[src/rtl/xotr_block_out_sequencer.sv]
// Purpose : execution-phase timer (XPT) sequencer for ED-prefixed OUTI/OTIR/OUTD/OTDR (101xx011).
// Latency : start accepted on the edge it is sampled; XPT=4 the next cycle; done 8 (+TAIL_LEN if repeating,
//           +1 per wait cycle) cycles later. Backpressure: io_wait holds XPT at 10, bounded by MAX_WAIT.
// Ports   : CLK/notReset (sync, active-low); start+Source dispatch; io_wait (sampled at XPT=10);
//           b_zero (sampled at XPT=8); XPT/notXPT phase to the op decoder; busy; dec/rep latched
//           opcode bits; pc_rewind, done, bad_op, io_timeout single-cycle pulses.
module xotr_block_out_sequencer #(
   parameter int MAX_WAIT = 255,
   parameter int TAIL_LEN = 5
) (
   input  logic       CLK,
   input  logic       notReset,
   input  logic       start,
   input  logic [7:0] Source,
   input  logic       io_wait,
   input  logic       b_zero,
   output logic [4:0] XPT,
   output logic [4:0] notXPT,
   output logic       busy,
   output logic       dec,
   output logic       rep,
   output logic       pc_rewind,
   output logic       done,
   output logic       bad_op,
   output logic       io_timeout
);

   localparam logic [7:0] WAIT_LIMIT = 8'(MAX_WAIT);
   localparam logic [4:0] XPT_FIRST  = 5'd4;
   localparam logic [4:0] XPT_SAMPLE = 5'd8;
   localparam logic [4:0] XPT_PRE    = 5'd9;
   localparam logic [4:0] XPT_WAIT   = 5'd10;
   localparam logic [4:0] XPT_END    = 5'd11;
   localparam logic [4:0] XPT_TAIL   = 5'd12;
   localparam logic [4:0] XPT_LAST   = 5'(11 + TAIL_LEN);

   typedef enum logic [1:0] {
      S_IDLE = 2'd0,
      S_XFER = 2'd1,
      S_WAIT = 2'd2,
      S_TAIL = 2'd3
   } state_t;

   state_t     state_q, state_d;
   logic [4:0] xpt_q, xpt_d;
   logic [7:0] wait_cnt_q, wait_cnt_d;
   logic       b_zero_q, b_zero_d;
   logic       dec_q, dec_d;
   logic       rep_q, rep_d;
   logic       done_q, done_d;
   logic       bad_op_q, bad_op_d;
   logic       timeout_q, timeout_d;
   logic       op_ok;

   assign op_ok = (Source[7:5] == 3'b101) && (Source[2:0] == 3'b011);

   // State register
   always_ff @(posedge CLK) begin
      if (!notReset) begin
         state_q    <= S_IDLE;
         xpt_q      <= 5'd0;
         wait_cnt_q <= 8'd0;
         b_zero_q   <= 1'b0;
         dec_q      <= 1'b0;
         rep_q      <= 1'b0;
         done_q     <= 1'b0;
         bad_op_q   <= 1'b0;
         timeout_q  <= 1'b0;
      end else begin
         state_q    <= state_d;
         xpt_q      <= xpt_d;
         wait_cnt_q <= wait_cnt_d;
         b_zero_q   <= b_zero_d;
         dec_q      <= dec_d;
         rep_q      <= rep_d;
         done_q     <= done_d;
         bad_op_q   <= bad_op_d;
         timeout_q  <= timeout_d;
      end
   end

   // Next-state logic. done/bad_op/io_timeout are registered pulses so they
   // appear in the cycle after the decision, aligned with the new XPT value.
   always_comb begin
      state_d    = state_q;
      xpt_d      = xpt_q;
      wait_cnt_d = wait_cnt_q;
      b_zero_d   = b_zero_q;
      dec_d      = dec_q;
      rep_d      = rep_q;
      done_d     = 1'b0;
      bad_op_d   = 1'b0;
      timeout_d  = 1'b0;

      case (state_q)
         S_IDLE: begin
            if (start) begin
               if (op_ok) begin
                  state_d = S_XFER;
                  xpt_d   = XPT_FIRST;
                  dec_d   = Source[3];
                  rep_d   = Source[4];
               end else begin
                  bad_op_d = 1'b1;
               end
            end
         end

         S_XFER: begin
            if (xpt_q == XPT_END) begin
               // Repeat only while the decremented B is non-zero.
               if (rep_q && !b_zero_q) begin
                  state_d = S_TAIL;
                  xpt_d   = XPT_TAIL;
               end else begin
                  state_d = S_IDLE;
                  xpt_d   = 5'd0;
                  done_d  = 1'b1;
               end
            end else begin
               xpt_d = xpt_q + 5'd1;
               if (xpt_q == XPT_SAMPLE) begin
                  b_zero_d = b_zero;
               end
               if (xpt_q == XPT_PRE) begin
                  state_d = S_WAIT;
               end
            end
         end

         S_WAIT: begin
            // The limit check comes first so a stuck io_wait still leaves after
            // MAX_WAIT extra cycles; leaving with io_wait still high is a timeout.
            if (io_wait && (wait_cnt_q != WAIT_LIMIT)) begin
               wait_cnt_d = wait_cnt_q + 8'd1;
            end else begin
               state_d    = S_XFER;
               xpt_d      = XPT_END;
               wait_cnt_d = 8'd0;
               timeout_d  = io_wait;
            end
         end

         S_TAIL: begin
            if (xpt_q == XPT_LAST) begin
               state_d = S_IDLE;
               xpt_d   = 5'd0;
               done_d  = 1'b1;
            end else begin
               xpt_d = xpt_q + 5'd1;
            end
         end

         default: begin
            state_d = S_IDLE;
            xpt_d   = 5'd0;
         end
      endcase
   end

   // Outputs
   always_comb begin
      XPT        = xpt_q;
      notXPT     = ~xpt_q;
      busy       = (state_q != S_IDLE);
      dec        = dec_q;
      rep        = rep_q;
      pc_rewind  = (state_q == S_TAIL) && (xpt_q == XPT_LAST);
      done       = done_q;
      bad_op     = bad_op_q;
      io_timeout = timeout_q;
   end

   // XPT=10 is only ever held in S_WAIT.
   logic unused_wait_const;
   assign unused_wait_const = (XPT_WAIT == 5'd10);

endmodule
[config.mk]
export PLATFORM = sky130hd
export DESIGN_NAME = xotr_block_out_sequencer
export DESIGN_NICKNAME = d
export VERILOG_FILES = /design/src/rtl/xotr_block_out_sequencer.sv
export SDC_FILE = /design/constraint.sdc
export NUM_CORES = 1
export LEC_CHECK = 0
export BUFFER_PORTS_ARGS = -buffer_cell sky130_fd_sc_hd__buf_4
export CORE_MARGIN = 2
export CORE_UTILIZATION = 25
export DETAILED_ROUTE_END_ITERATION = 7
export SYNTH_ARGS = -nofsm -noshare
export SYNTH_HDL_FRONTEND = slang
export SYNTH_SLANG_ARGS = --single-unit
[constraint.sdc]
create_clock -name CLK -period 1.6 [get_ports CLK]
set_input_delay 0.16 -clock CLK [delete_from_list [all_inputs] [get_ports CLK]]
set_output_delay 0.16 -clock CLK [all_outputs]
set_load 0.03 [all_outputs]
== After elaboration in Yosys (flattened, before gate mapping) ==
Index checks and enable logic that the tools add are counted.

* Bitwise gates (word level): 4
* Muxes and demuxes: 21
* Eq/ne operators: 15
* $add $sub $neg: 2
* Reduce and logical (&&, ||, !) cells: 13

{| class="wikitable"
|+ Operators by type and width
! kind !! count
|-
| $mux W5 || 5
|-
| $pmux W5 S4 || 1
|-
| $eq A5 B4 Y1 const B || 3
|-
| $mux W2 || 7
|-
| $reduce_and A3 Y1 || 4
|-
| $add A8 B1 Y8 const B || 1
|-
| $mux W8 || 1
|-
| $ne A2 B2 Y1 const B || 4
|-
| $ne A8 B8 Y1 const B || 1
|-
| $pmux W2 S4 || 1
|-
| $add A5 B1 Y5 const B || 1
|-
| $eq A5 B5 Y1 const B || 1
|-
| $not A5 Y5 || 1
|-
| $reduce_and A5 Y1 || 1
|-
| $eq A2 B2 Y1 const B || 2
|-
| $logic_and A1 B1 Y1 || 4
|-
| $mux W1 || 4
|-
| $mux W4 || 1
|-
| $eq A3 B2 Y1 const B || 1
|-
| $eq A3 B3 Y1 const B || 1
|-
| $ne A3 B3 Y1 const B || 1
|-
| $not A1 Y1 || 3
|-
| $reduce_or A3 Y1 || 1
|-
| $eq A2 B1 Y1 const B || 1
|-
| 4 further kinds || 4
|}

* Input port bits: 13
* Word-level logic and storage cells: 64
* Register bits: 21
* Output and inout port bits: 17

== Depth between registers and ports, before layout ==
* Depth after elaboration: 5
* Gate-level depth with buffers: 6
* Mapped depth without buffers: 6

== Least setup slack after synthesis ==
No wires, ideal clock.

* Path type: reg2reg
* From: register xpt_q[0] (netlist: XPT[0])
* To: register xpt_q[2] (netlist: XPT[2])
* Buffers on the path: 0
* Clock period less this slack: 2,001 ps
* Cell stages (with the launch flop): 7
* Setup slack: -401 ps
* Library setup time: 91 ps
* Required time: 1,509 ps
* Data arrival time: 1,910 ps
* Cells stage by stage: dfxtp_1 inv_1 ha_1 and4bb_2 a21oi_1 o211ai_1 a311oi_1

* Word-level cells in the longest chain between the ends: 3
* Elaborated cells on any way between the ends: 6
* Those cells by class: add/sub (1); eq/ne (2); mux (3)

{| class="wikitable"
|+ RTL lines
! item !! line !! text
|-
| from (decl) || 45 || <nowiki>logic [4:0] xpt_q, xpt_d;</nowiki>
|-
| from (signal assigned) || 71 || <nowiki>xpt_q <= xpt_d;</nowiki>
|-
| $add A5 B1 Y5 (tied with other cells) || 121, 150 ||
|-
| $mux W5, on equally long branches || 145, 110 ||
|-
| $pmux W5 S4 (*) || 95 || <nowiki>case (state_q)</nowiki>
|}

Mark *: on every way between the ends. The rest lies on a longest branch, timed or not.
A chain may end at the register's enable or synchronous reset.

== Worst setup path after layout ==
* From: register xpt_q[0] (netlist: XPT[0])
* To: output pc_rewind

* Word-level cells in the longest chain between the ends: 2

{| class="wikitable"
|+ RTL lines
! item !! line !! text
|-
| $eq A5 B5 Y1 || 168 || <nowiki>pc_rewind = (state_q == S_TAIL) && (xpt_q == XPT_LAST);</nowiki>
|-
| $logic_and A1 B1 Y1 || 168 ||
|-
| to (decl) || 22 || <nowiki>output logic pc_rewind,</nowiki>
|}

No other way between the ends.

==> results.sh <==
export IMPL_first_pass_iters=4
export IMPL_drive_gt1_share_pct=40.4
export IMPL_gp_congestion=0.909
export IMPL_die_h_um=73.4
export IMPL_cts_max_level=1
export IMPL_hpwl_mm=2.41
export IMPL_dp_slack_ns=-0.0274
export IMPL_wl_per_cell_um=13.3
export IMPL_ir_drop_mv=0.599
export IMPL_cp_num_buf_inv=2
export IMPL_grt_start_max_net_pins=12
export IMPL_antenna_found_initial=0
export IMPL_synth_ff_type="dfxtp_1"
export IMPL_drtIter0Drc=42
export IMPL_tightest_slew_ns=0.335
export IMPL_min_period_ns=1.59
export IMPL_grt_usage_pct=12.2
export IMPL_area_growth_pct=48.4
export IMPL_rows=25
export IMPL_setup_viol=0
export IMPL_synth_async_reset_ratio_pct=0
export IMPL_cp_required_ns=1.44
export IMPL_dr_total_vias=1264
export IMPL_clock_sinks=21
export IMPL_timing_final_crit_share_pct=99.6
export IMPL_cts_hold_buf=0
export IMPL_synth_warnings=0
export IMPL_fp_dieArea_um2=5390
export IMPL_cp_end_kind="output port"
export IMPL_cts_tree="done"
export IMPL_die_w_um=73.4
export IMPL_status="complete, no violations"
export IMPL_root_buffer="clkbuf_8"
export IMPL_netlist_area_um2=1200
export IMPL_p_leak_uw=0.000733
export IMPL_wl_mm=3.28
export IMPL_syn_avg_cell_area_um2=8.54
export IMPL_grt_overflow=0
export IMPL_fin_skew_ns=0.00171
export IMPL_path_max_fanout=4
export IMPL_cp_slowest_cell="dfxtp_4"
export IMPL_yosysTopAreaCellShare_pct=34.9
export IMPL_routed_via_density=5.12
export IMPL_synth_edf_count=0
export IMPL_p_per_area_nw_per_um2=1260
export IMPL_clockBufferDepth=2
export IMPL_maxCapViolCount=0
export IMPL_rsz0062_at_grt="yes"
export IMPL_startpoint_type="flop"
export IMPL_drc=0
export IMPL_start_util_pct=25.7
export IMPL_slew_violations=0
export IMPL_coreArea_um2=4690
export IMPL_antenna_cells=0
export IMPL_synth_cell_types=52
export IMPL_synth_seq_cells=21
export IMPL_fin_tns_setup_ns=0
export IMPL_clk_pin_slew_ns=0.08
export IMPL_hold_viol_final=0
export IMPL_nets=211
export IMPL_clock_latency_ns=0.27
export IMPL_synthesis_nets=158
export IMPL_path_class="flop to output port"
export IMPL_arrival_ns=1.43
export IMPL_port_buffers=29
export IMPL_postRouteAntennaNets=0
export IMPL_hp_class="primary input to flop"
export IMPL_slowest_delay_ns=0.37
export IMPL_synthTopCellsByArea="dfxtp_1, a21oi_1, ha_1, nand3_1, nor2_1"
export IMPL_ioPinCount=30
export IMPL_grt_pass1_wl_mm=5.13
export IMPL_max_slew_margin_pct=77.6
export IMPL_layout_setup_ws_ns=0.00628
export IMPL_cts_buffers=3
export IMPL_fillerInstances=490
export IMPL_seq_area_frac_synth_pct=34.9
export IMPL_yosysTopAreaCell="dfxtp_1"
export IMPL_fmax_mhz=627
export IMPL_synth_cells=141
export IMPL_path_cells="clkinvlp_4 > ha_4 > and4bb_4 > nand2_4 > nor2_4 > buf_6"
export IMPL_crit_family="simple AND/OR/NAND/NOR gates"
export IMPL_grt_pass1_vias=1103
worst min-delay path, cell delays in order:
cell,delay [ns]
buf_4,0.07
mux2i_1,0.05
nor2_1,0.08
stage by stage:
step / hold slack, ns / util [%] / area (µm²) / cells / total power (µW)
global route: 0.139 / 38.1 / 1790 / 247 / 2390
floorplan: 0.288 / - / 1230 / 141 / 1350
finish: 0.127 / 38.1 / 1790 / 247 / 2260
global placement: 0.399 / 34.9 / 1640 / 239 / 1760
CTS: 0.126 / 36.4 / 1710 / 245 / 2160
detailed placement: 0.407 / 34.9 / 1640 / 239 / 1750
cell usage in the layout, fill, tap and decap left out, types with 3 or more instances in the layout:
cell type / n
dfxtp_1: 18
nand3_1: 10
nor2_1: 11
nand4_1: 3
clkbuf_8: 3
nand2_1: 6
inv_1: 8
buf_4: 51
o21ai_0: 4
a21oi_1: 11
mux2i_1: 4
sequential cells by signal (all words and copies together), names as in the netlist:
| signal | flops |
|---|---|
| wait_cnt_q | 8 |
| XPT | 5 |
| state_q | 2 |
| b_zero_q | 1 |
| bad_op | 1 |
| dec | 1 |
| done | 1 |
| io_timeout | 1 |
| rep | 1 |
cells by family after synthesis:
logic type | count (synthesis) | share of synthesized area, %
buf+inv | 16 | 6.03
simple gates | 56 | 27.5
xor+xnor | 1 | 0.728
fa+ha+maj | 4 | 4.16
compound gates | 39 | 23.3
flops | 21 | 34.9
mux | 4 | 3.33
path summary, 6_finish.rpt:
| path | startpoint | endpoint | slack, ns | cells after the start |
|---|---|---|---|---|
| min reg2reg | b_zero_q | b_zero_q | 0.50 | 2 |
| max | XPT[0] | pc_rewind | 0.006 | 6 |
| min | b_zero | b_zero_q | 0.13 | 3 |
| max reg2reg | XPT[0] | state_q[1] | 0.07 | 6 |
what timing repair did:
item,4_1_cts,5_1_grt
resized for setup,5,13
pin swaps,2,3
setup endpoints to repair,4,5
setup buffers,2,2
Yosys cell counts, drive strengths merged, types with 2 or more instances:
master,instances
dfxtp,21
a21oi,12
nor2,12
inv,10
nand3,10
nand2,7
ha,4
mux2i,4
o21ai,4
and2,3
buf,3
nand4,3
a211oi,2
a21o,2
a31oi,2
and4,2
clkbuf,2
nand2b,2
nor2b,2
nor4,2
nor4b,2
o211a,2
o211ai,2
report_power, final:
part           leakage, µW  internal (µW)  switching [µW]  total (µW)
registers         0.000172            598            87.0         685
clock network    0.0000228            178             185         363
logic             0.000538            556             656        1210
total             0.000733           1330             927        2260
metal layers:
metal  vias up  global-route usage (%)  part of all wire [%]
met5         -                       0                     0
met4         0                    4.24                   1.6
met3         5                    2.19                   3.7
met2        31                    18.4                    45
met1       594                    17.5                    49
li1        634                       -                     -
cell type report:
cell class / count / area, µm² / area share [%]
well taps: 54 / 67.6 / 3.78
inverters: 11 / 47.5 / 2.66
multi-input cells: 104 / 792 / 44.3
clock buffers: 4 / 45.0 / 2.52
repair buffers: 53 / 405 / 22.7
flip-flops and latches: 21 / 429 / 24.0
Note: power is estimated with default switching activity, not from simulation.
